--- src/rtl/bmf_pkg.sv ---
// Shared types and constants for the BMF H-matrix decoder.
// Combinational helpers only; no latency, no flow control.
// Not applicable: holds no state and sees no backpressure.
package bmf_pkg;

    typedef enum logic [1:0] {
        CFG   = 2'd0,
        RUN   = 2'd1,
        DRAIN = 2'd2
    } state_e;

    localparam int SEMIRING_OR  = 0;
    localparam int SEMIRING_XOR = 1;

    // A single-row H still needs a 1-bit index port.
    function automatic int idx_w(input int k);
        return (k <= 1) ? 1 : $clog2(k);
    endfunction

endpackage

--- src/rtl/bmf_popcount_sat.sv ---
// Popcount of vec_i added into a saturating counter when en_i is high.
// Latency 1: cnt_o reflects the accumulate on the cycle after en_i.
// Never stalls; the counter pins at all-ones instead of wrapping.
module bmf_popcount_sat #(
    parameter int IN_W  = 4,
    parameter int CNT_W = 16
) (
    input  logic             clk,
    input  logic             rst_n,
    input  logic             en_i,
    input  logic [IN_W-1:0]  vec_i,
    output logic [CNT_W-1:0] cnt_o
);

    localparam int PW = $clog2(IN_W + 1);
    localparam int SW = ((CNT_W > PW) ? CNT_W : PW) + 1;
    localparam logic [SW-1:0] MAXV = {{(SW-CNT_W){1'b0}}, {CNT_W{1'b1}}};

    logic [PW-1:0]    pop;
    logic [SW-1:0]    sum;
    logic [CNT_W-1:0] cnt_q, cnt_d;

    always_comb begin
        pop = '0;
        for (int i = 0; i < IN_W; i++) begin
            pop = pop + PW'(vec_i[i]);
        end
        sum   = SW'(cnt_q) + SW'(pop);
        cnt_d = cnt_q;
        if (en_i) begin
            cnt_d = (sum > MAXV) ? {CNT_W{1'b1}} : sum[CNT_W-1:0];
        end
    end

    always_ff @(posedge clk or negedge rst_n) begin
        if (!rst_n) begin
            cnt_q <= '0;
        end else begin
            cnt_q <= cnt_d;
        end
    end

    assign cnt_o = cnt_q;

endmodule

--- src/rtl/bmf_h_decoder.sv ---
// Reconstructs M approximate bits from a K-bit latent word via a programmable H matrix.
// Latency 1 from input transfer to out_valid; sustains one word per cycle.
// in_ready drops while the output register is full and not being drained.
module bmf_h_decoder
    import bmf_pkg::*;
#(
    parameter int K        = 1,
    parameter int M        = 4,
    parameter int SEMIRING = SEMIRING_OR,
    parameter int CNT_W    = 16,
    parameter int IDX_W    = idx_w(K)
) (
    input  logic             clk,
    input  logic             rst_n,
    input  logic             cfg_valid,
    output logic             cfg_ready,
    input  logic [IDX_W-1:0] cfg_idx,
    input  logic [M-1:0]     cfg_row,
    input  logic             cfg_clear,
    input  logic             in_valid,
    output logic             in_ready,
    input  logic [K-1:0]     in_k,
    input  logic [M-1:0]     in_exact,
    output logic             out_valid,
    input  logic             out_ready,
    output logic [M-1:0]     out_po,
    output logic [CNT_W-1:0] err_words,
    output logic [CNT_W-1:0] err_bits,
    output logic             h_loaded
);

    state_e              state_q, state_d;
    logic [K-1:0][M-1:0] h_q, h_d;
    logic [K-1:0]        mask_q, mask_d;
    logic                out_valid_q, out_valid_d;
    logic [M-1:0]        out_po_q, out_po_d;
    logic [M-1:0]        decoded, diff;
    logic                xfer;

    assign cfg_ready = (state_q == CFG);
    assign in_ready  = (state_q == RUN) && (!out_valid_q || out_ready);
    assign xfer      = in_valid && in_ready;
    assign diff      = decoded ^ in_exact;

    always_comb begin
        decoded = '0;
        for (int i = 0; i < K; i++) begin
            if (in_k[i]) begin
                if (SEMIRING == SEMIRING_XOR) decoded = decoded ^ h_q[i];
                else                          decoded = decoded | h_q[i];
            end
        end
    end

    always_comb begin
        state_d     = state_q;
        h_d         = h_q;
        mask_d      = mask_q;
        out_valid_d = out_valid_q;
        out_po_d    = out_po_q;

        if (xfer) begin
            out_valid_d = 1'b1;
            out_po_d    = decoded;
        end else if (out_ready) begin
            out_valid_d = 1'b0;
        end

        case (state_q)
            CFG: begin
                // Out-of-range indices match no row and are silently dropped.
                if (cfg_valid) begin
                    for (int i = 0; i < K; i++) begin
                        if (int'(cfg_idx) == i) begin
                            h_d[i]    = cfg_row;
                            mask_d[i] = 1'b1;
                        end
                    end
                end
                if (cfg_clear) mask_d = '0;
                if (&mask_d) state_d = RUN;
            end
            RUN: begin
                if (cfg_clear) begin
                    mask_d  = '0;
                    state_d = (out_valid_q || xfer) ? DRAIN : CFG;
                end
            end
            DRAIN: begin
                if (!out_valid_q) state_d = CFG;
            end
            default: state_d = CFG;
        endcase
    end

    always_ff @(posedge clk or negedge rst_n) begin
        if (!rst_n) begin
            state_q     <= CFG;
            h_q         <= '0;
            mask_q      <= '0;
            out_valid_q <= 1'b0;
            out_po_q    <= '0;
        end else begin
            state_q     <= state_d;
            h_q         <= h_d;
            mask_q      <= mask_d;
            out_valid_q <= out_valid_d;
            out_po_q    <= out_po_d;
        end
    end

    // Statistics survive cfg_clear; only rst_n zeroes them.
    bmf_popcount_sat #(.IN_W(M), .CNT_W(CNT_W)) u_err_bits (
        .clk   (clk),
        .rst_n (rst_n),
        .en_i  (xfer),
        .vec_i (diff),
        .cnt_o (err_bits)
    );

    bmf_popcount_sat #(.IN_W(1), .CNT_W(CNT_W)) u_err_words (
        .clk   (clk),
        .rst_n (rst_n),
        .en_i  (xfer),
        .vec_i (|diff),
        .cnt_o (err_words)
    );

    assign out_valid = out_valid_q;
    assign out_po    = out_po_q;
    assign h_loaded  = (state_q == RUN);

endmodule

--- config.mk ---
export PLATFORM = sky130hd
export DESIGN_NAME = bmf_h_decoder
export DESIGN_NICKNAME = d
export VERILOG_FILES = /design/src/rtl/bmf_pkg.sv /design/src/rtl/bmf_popcount_sat.sv /design/src/rtl/bmf_h_decoder.sv
export SDC_FILE = /design/constraint.sdc
export NUM_CORES = 1
export LEC_CHECK = 0
export BUFFER_PORTS_ARGS = -buffer_cell sky130_fd_sc_hd__buf_2
export CAP_MARGIN = 20
export CORE_AREA = 2 2 72 74
export CTS_BUF_LIST = sky130_fd_sc_hd__clkbuf_8 sky130_fd_sc_hd__clkbuf_16
export DETAILED_ROUTE_END_ITERATION = 7
export DIE_AREA = 0 0 74 76
export PLACE_DENSITY = 0.78
export SYNTH_ARGS = -nofsm -noshare
export SYNTH_HDL_FRONTEND = slang
export SYNTH_SLANG_ARGS = --single-unit
export TNS_END_PERCENT = 50
--- constraint.sdc ---
create_clock -name clk -period 4.2 [get_ports clk]
set_input_delay 0.42 -clock clk [delete_from_list [all_inputs] [get_ports clk]]
set_output_delay 0.42 -clock clk [all_outputs]
set_load 0.03 [all_outputs]
======== Word level (Yosys, flattened, before mapping) ========
Index checks and enable logic that the tools add are counted.
storage, ports and cells
  flip-flop bits (word level) ............. 44
  output and inout bits ................... 40
operators by class
  bitwise gates (word level) .............. 2
  eq/ne operators ......................... 5
  $lt $le $gt $ge ......................... 2
  multiplexer cells ....................... 16
  reduce and logical (&&, ||, !) cells .... 12
  $add $sub $neg .......................... 5
operators with widths
  kind                                                                                number
  17-bit by 16-bit greater-than comparator with 1-bit output (second input constant)  2
  16-bit two-way mux                                                                  2
  16-bit by 1-bit adder with 17-bit output                                            1
  16-bit by 3-bit adder with 17-bit output                                            1
  2-bit two-way mux                                                                   4
  1-bit two-way mux                                                                   7
  3-bit by 1-bit adder with 3-bit output                                              2
  2-bit one-hot mux with 3 select lines                                               1
  3-bit AND reduction                                                                 2
  4-bit two-way mux                                                                   1
  2-bit inequality test (second input constant)                                       2
  2-bit nonzero test                                                                  2
  4-bit OR reduction                                                                  1
  4-bit bitwise XOR                                                                   1
  1-bit by 1-bit adder with 2-bit output                                              1
  2-bit by 1-bit equality test with 1-bit output (second input constant)              1
  2-bit equality test (second input constant)                                         1
  1-bit logical AND                                                                   2
  2-bit zero test                                                                     1
  1-bit logical OR                                                                    2
  2-bit by 1-bit inequality test with 1-bit output (second input constant)            1
  1-bit one-hot mux with 2 select lines                                               1
  2-bit AND reduction                                                                 1
  1-bit zero test                                                                     1
  1-bit inverter                                                                      1

======== Logic depth before layout (Yosys ltp) ========
  depth in word-level cells ............... 8
  mapped depth ............................ 15
  gate-level depth less buffers ........... 14

======== Hierarchy ========
Synthesis repeated with hierarchy kept, for this count alone.
unflattened totals
  cells, all modules ...................... 230
  area, all modules ....................... 2,342.2 um2
modules (own cells, without submodules)
  module                           seq. area each (um2)  area each (um2)  cells each  instances
  bmf_popcount_sat at u_err_bits   400.4                 895.9            95          1
  bmf_popcount_sat at u_err_words  400.4                 872.1            85          1
  bmf_h_decoder                    300.3                 574.3            50          1

======== Worst setup path after synthesis ========
Ideal clock, no wire load.
  path type ............................... input to register
  from .................................... input port in_k
  to ...................................... register u_err_bits.cnt_q[14], in the netlist u_err_bits.cnt_o[14]
  slack ................................... 0.998 ns
  stages on the path ...................... 14
  data arrival time ....................... 3.077 ns
  path buffers ............................ 0
  required time ........................... 4.075 ns
  path through ............................ nand2_1 > xnor2_1 > inv_1 > ha_1 > inv_1 > fa_1 > inv_1 > ha_1 > inv_1 > fa_1 > nor2b_1 > o211ai_1 > nor4_1 > mux2_2
on the way
  longest elaborated chain between the ends .. 8
RTL lines
  element                                                     RTL line                source
  start, declared                                             bmf_h_decoder.sv:22     input logic [K-1:0] in_k,
  4-bit two-way mux *                                         bmf_h_decoder.sv:48     if (in_k[i]) begin
  4-bit bitwise XOR *                                         bmf_h_decoder.sv:43     assign diff = decoded ^ in_exact;
  1-bit by 1-bit adder with 2-bit output                      bmf_popcount_sat.sv:26  pop = pop + PW'(vec_i[i]);
  3-bit by 1-bit adder with 3-bit output                      bmf_popcount_sat.sv:26
  3-bit by 1-bit adder with 3-bit output *                    bmf_popcount_sat.sv:26
  16-bit by 3-bit adder with 17-bit output *                  bmf_popcount_sat.sv:28  sum = SW'(cnt_q) + SW'(pop);
  17-bit by 16-bit greater-than comparator with 1-bit output  bmf_popcount_sat.sv:31  cnt_d = (sum > MAXV) ? {CNT_W{1'b1}} : sum[CNT_W-1:0];
  16-bit two-way mux *                                        bmf_popcount_sat.sv:31
  end signal, assigned                                        bmf_popcount_sat.sv:39  cnt_q <= cnt_d;
  end, declared                                               bmf_popcount_sat.sv:21  logic [CNT_W-1:0] cnt_q, cnt_d;
Every way passes the cells marked *; elsewhere a longest branch is shown, timed or not.
A chain may end at the register's enable or synchronous reset.

======== Final worst setup path ========
  from .................................... register h_q[1] (netlist name)
  to ...................................... register u_err_bits.cnt_q[14], in the netlist u_err_bits.cnt_o[14]
on the way
  longest elaborated chain between the ends .. 8
RTL lines
  element                                                     RTL line                source
  start, declared                                             bmf_h_decoder.sv:33     logic [K-1:0][M-1:0] h_q, h_d;
  start signal, assigned                                      bmf_h_decoder.sv:99     h_q <= '0;
  start signal, assigned                                      bmf_h_decoder.sv:105    h_q <= h_d;
  4-bit two-way mux *                                         bmf_h_decoder.sv:48
  4-bit bitwise XOR *                                         bmf_h_decoder.sv:43
  1-bit by 1-bit adder with 2-bit output *                    bmf_popcount_sat.sv:26
  3-bit by 1-bit adder with 3-bit output * (2 in series)      bmf_popcount_sat.sv:26
  16-bit by 3-bit adder with 17-bit output *                  bmf_popcount_sat.sv:28
  17-bit by 16-bit greater-than comparator with 1-bit output  bmf_popcount_sat.sv:31
  16-bit two-way mux *                                        bmf_popcount_sat.sv:31
Marked as above.

==> metrics.md <==
| Metric | Value |
|---|---|
| Fin. Hold Viols | 0 |
| Min-Delay Path Class | primary input to flip-flop |
| Final Power | 1450 uW |
| Setup Buffers After CTS | 0 |
| Status | complete, no violations |
| Part of the Yosys area used for sequential elements | 45.4% |
| Final setup vio count | 0 |
| Critical path, cell by cell | nand2_1 -> xnor2_1 -> inv_1 -> ha_1 -> inv_1 -> fa_1 -> inv_1 -> ha_1 -> inv_1 -> fa_1 -> nor2b_1 -> o211ai_1 -> nor4_1 -> mux2_2 |
| Crit-path slowest cell | fa_1 |
| Most frequent CP cell | inv_1 |
| Fin crit share | 81.9% |
| Worst R2R Start | h_q[1] |
| Vias | 2075 |
| Initial Utilization | 49.3% |
| Post-route ant nets | 0 |
| Max Clock Freq | 291 MHz |
| Port bufs | 55 |
| First-pass GRT wire length | 9290 um |
| Synthesis-to-finish area growth | 18.3% |
| Worst-margin pin slew | 708 ps |
| Worst path max stage delay | about 420 ps |
| Min Clock Period, post-route | approximately 3400 ps |
| Headroom to the max-slew limit | 52.4% |
| Final WL | ~5300 um |
| Max VDD drop | 382 uV |
| RSZ-0062 raised after global routing | false |
| Post-synth EDFFs | 0 |
| Cts bufs inserted | 5 |
| P per Cell Area | just over 500 nW/um^2 |
| Crit path max-delay family | adder cells |
| Die footprint | roughly 5600 um^2 |
| Clock sink count | 44 |
| Setup TNS | 0 ps |
| Startpoint class of the critical path | flip-flop |
| Crit path depth | 14 |
| Antenna violations before repair | 0 |
| Synth Flop Type | dfrtp_1 |
| Total core area | 4910 um^2 |
| GRT Util Overall | 20.9% |
| Clock Latency Late Sink | 300 ps |
| Antenna fix cells | 0 |
| Mapped Cells | between 200 and 300 |
| Crit path launch | h_q[1] |
| Max Cap Viol | 0 |
| Commonest cells after routing, fill and taps aside | 55 x buf_2, 44 x dfrtp_1, 31 x nand2_1, 26 x nand3_1, 17 x o21ai_0 |
| Commonest non-fill, non-tap cell in the layout | buf_2 |
| Root Driver | clkbuf_8 |
| Die width | 74 um |
| Vias in the first global route | 2014 |
| DRT Pass-1 Iters | 4 |
| Cts-stage hold buffer count | 0 |
| Max Slew Vio Count | 0 |
| Worst r2r dst | u_err_bits.cnt_o[14] |
| Pin count of the biggest net entering global routing | 45 |
| H-tree Lvls | 2 |
| Clock Skew | 6.72 ps |
| Maximum fanout along the worst path | 9 |
| Worst Slack Setup Final | 759 ps |
| R2r setup slk | 760 ps |
| CP endpoint | u_err_bits.cnt_o[14] |
| Hpwl dp | 3890 um |
| Gr ovfl total | 0 |
| Total number of yosys warnings | 0 |
| Vias/cell | 5.45 |
| # nets final | roughly 340 |
| Number of buffers and inverters on the critical path | 4 |
| Crit Path Category | flip-flop to flip-flop |
| Clk slew on worst S/H paths | 80 ps |
| Setup WS pre-CTS | just over 600 ps |
| LEAKAGE | 0.00141 uW |
| Die height | 76 um |
| # rows | 26 |
| Data arrival, critical path | roughly 3600 ps |
| Share of cells above drive strength 1 | 27.0% |
| Bufs on Longest Clock Path | 2 |
| Syn_nets | ~280 |
| Mapped Area | about 2400 um^2 |
| Fillers | 460 |
| Worst reg-to-reg path cell count | 14 |
| Crit. End Element | flip-flop |
| Routability cong. | 0.906 |
| Seq cells post-synth | 44 |
| CTS tree | built |
| I/O pin cnt | 56 |
| Mapped Avg Cell Area | 9.58 um^2 |
| Initial DRC Count | 130 |
| Wire per inst | 14.0 um |
| Distinct cell type count after synthesis | 44 |
| Resize count post-CTS | 0 |
| Synth async-reset ratio | 100% |
| DRC | 0 |
| Critical Path RT | ~4400 ps |
==> cell families after synthesis <==
family | synth area share (%)
buf+inv | 3.77
fa+ha+maj | 5.78
compound gates | 10.0
xor+xnor | 3.61
flops | 45.4
simple gates | 26.7
mux | 4.65
==> metal layers <==
| metal | track usage, % | up-vias | share of wire, % |
|---|---|---|---|
| met5 | 0 | - | 0 |
| met4 | 8.18 | 0 | 1.3 |
| met3 | 3.04 | 5 | 3.6 |
| met2 | 32.9 | 49 | 49 |
| met1 | 28.7 | 995 | 46 |
| li1 | - | 1026 | - |
==> per-stage QoR <==
step | instances | util (%) | hold WS, ps | instance area (um^2)
2_1_floorplan | 253 | - | 124 | 2420
3_3_place_gp | 370 | 55.8 | 472 | 2740
3_5_place_dp | 370 | 55.8 | 474 | 2740
4_1_cts | 378 | 57.7 | 300 | 2830
5_1_grt | 381 | 58.4 | 313 | 2870
6_report | 381 | 58.4 | 305 | 2870
==> power by group <==
group	internal, uW	total, uW	switching, uW
sequential	500	577	77.0
clock	131	272	141
combinational	210	599	390
==> sequential cells by signal (all words and copies together), names as in the netlist <==
signal	cells
u_err_words.cnt_o	16
mask_q	1
h_q	4
u_err_bits.cnt_o	16
out_po	4
out_valid	1
state_q	2
==> Yosys cell counts (3+ instances only) <==
cell type / count / share of area, %
a21oi_1: 6 / 1.2
and3_1: 5 / 1.3
clkbuf_1: 4 / 0.62
dfrtp_1: 44 / 45
ha_1: 8 / 4.1
inv_1: 12 / 1.9
mux2_2: 10 / 4.6
nand2_1: 31 / 4.8
nand3_1: 26 / 5.4
nand4_1: 6 / 1.5
nor2_1: 14 / 2.2
nor3_1: 6 / 1.2
nor4_1: 8 / 2.1
o21ai_0: 17 / 3.5
o31ai_1: 5 / 1.5
or3_1: 5 / 1.3
or4_2: 3 / 1.1
xnor2_1: 7 / 2.5
xor2_1: 3 / 1.1
==> final cells by class <==
class	count	area (um^2)	area share [%]
sequential	44	1100	38.4
clock buffer	6	82.6	2.88
inverter	12	45.0	1.57
multi-input combinational	189	1230	42.9
timing repair buffer	58	310	10.8
tap	70	87.6	3.05
clock inverter	2	10.0	0.349
==> worst min-delay path by stage <==
stage,startpoint,end,slack (ps),cells after the start
floorplan,rst_n,h_q[0],120,0
global placement,out_po[2],out_po[2],470,2
detailed placement,out_po[2],out_po[2],470,2
CTS,cfg_clear,state_q[0],300,2
global route,cfg_clear,state_q[0],310,2
finish,cfg_clear,state_q[0],300,2
No activity file was read; power rests on OpenSTA's default activity.
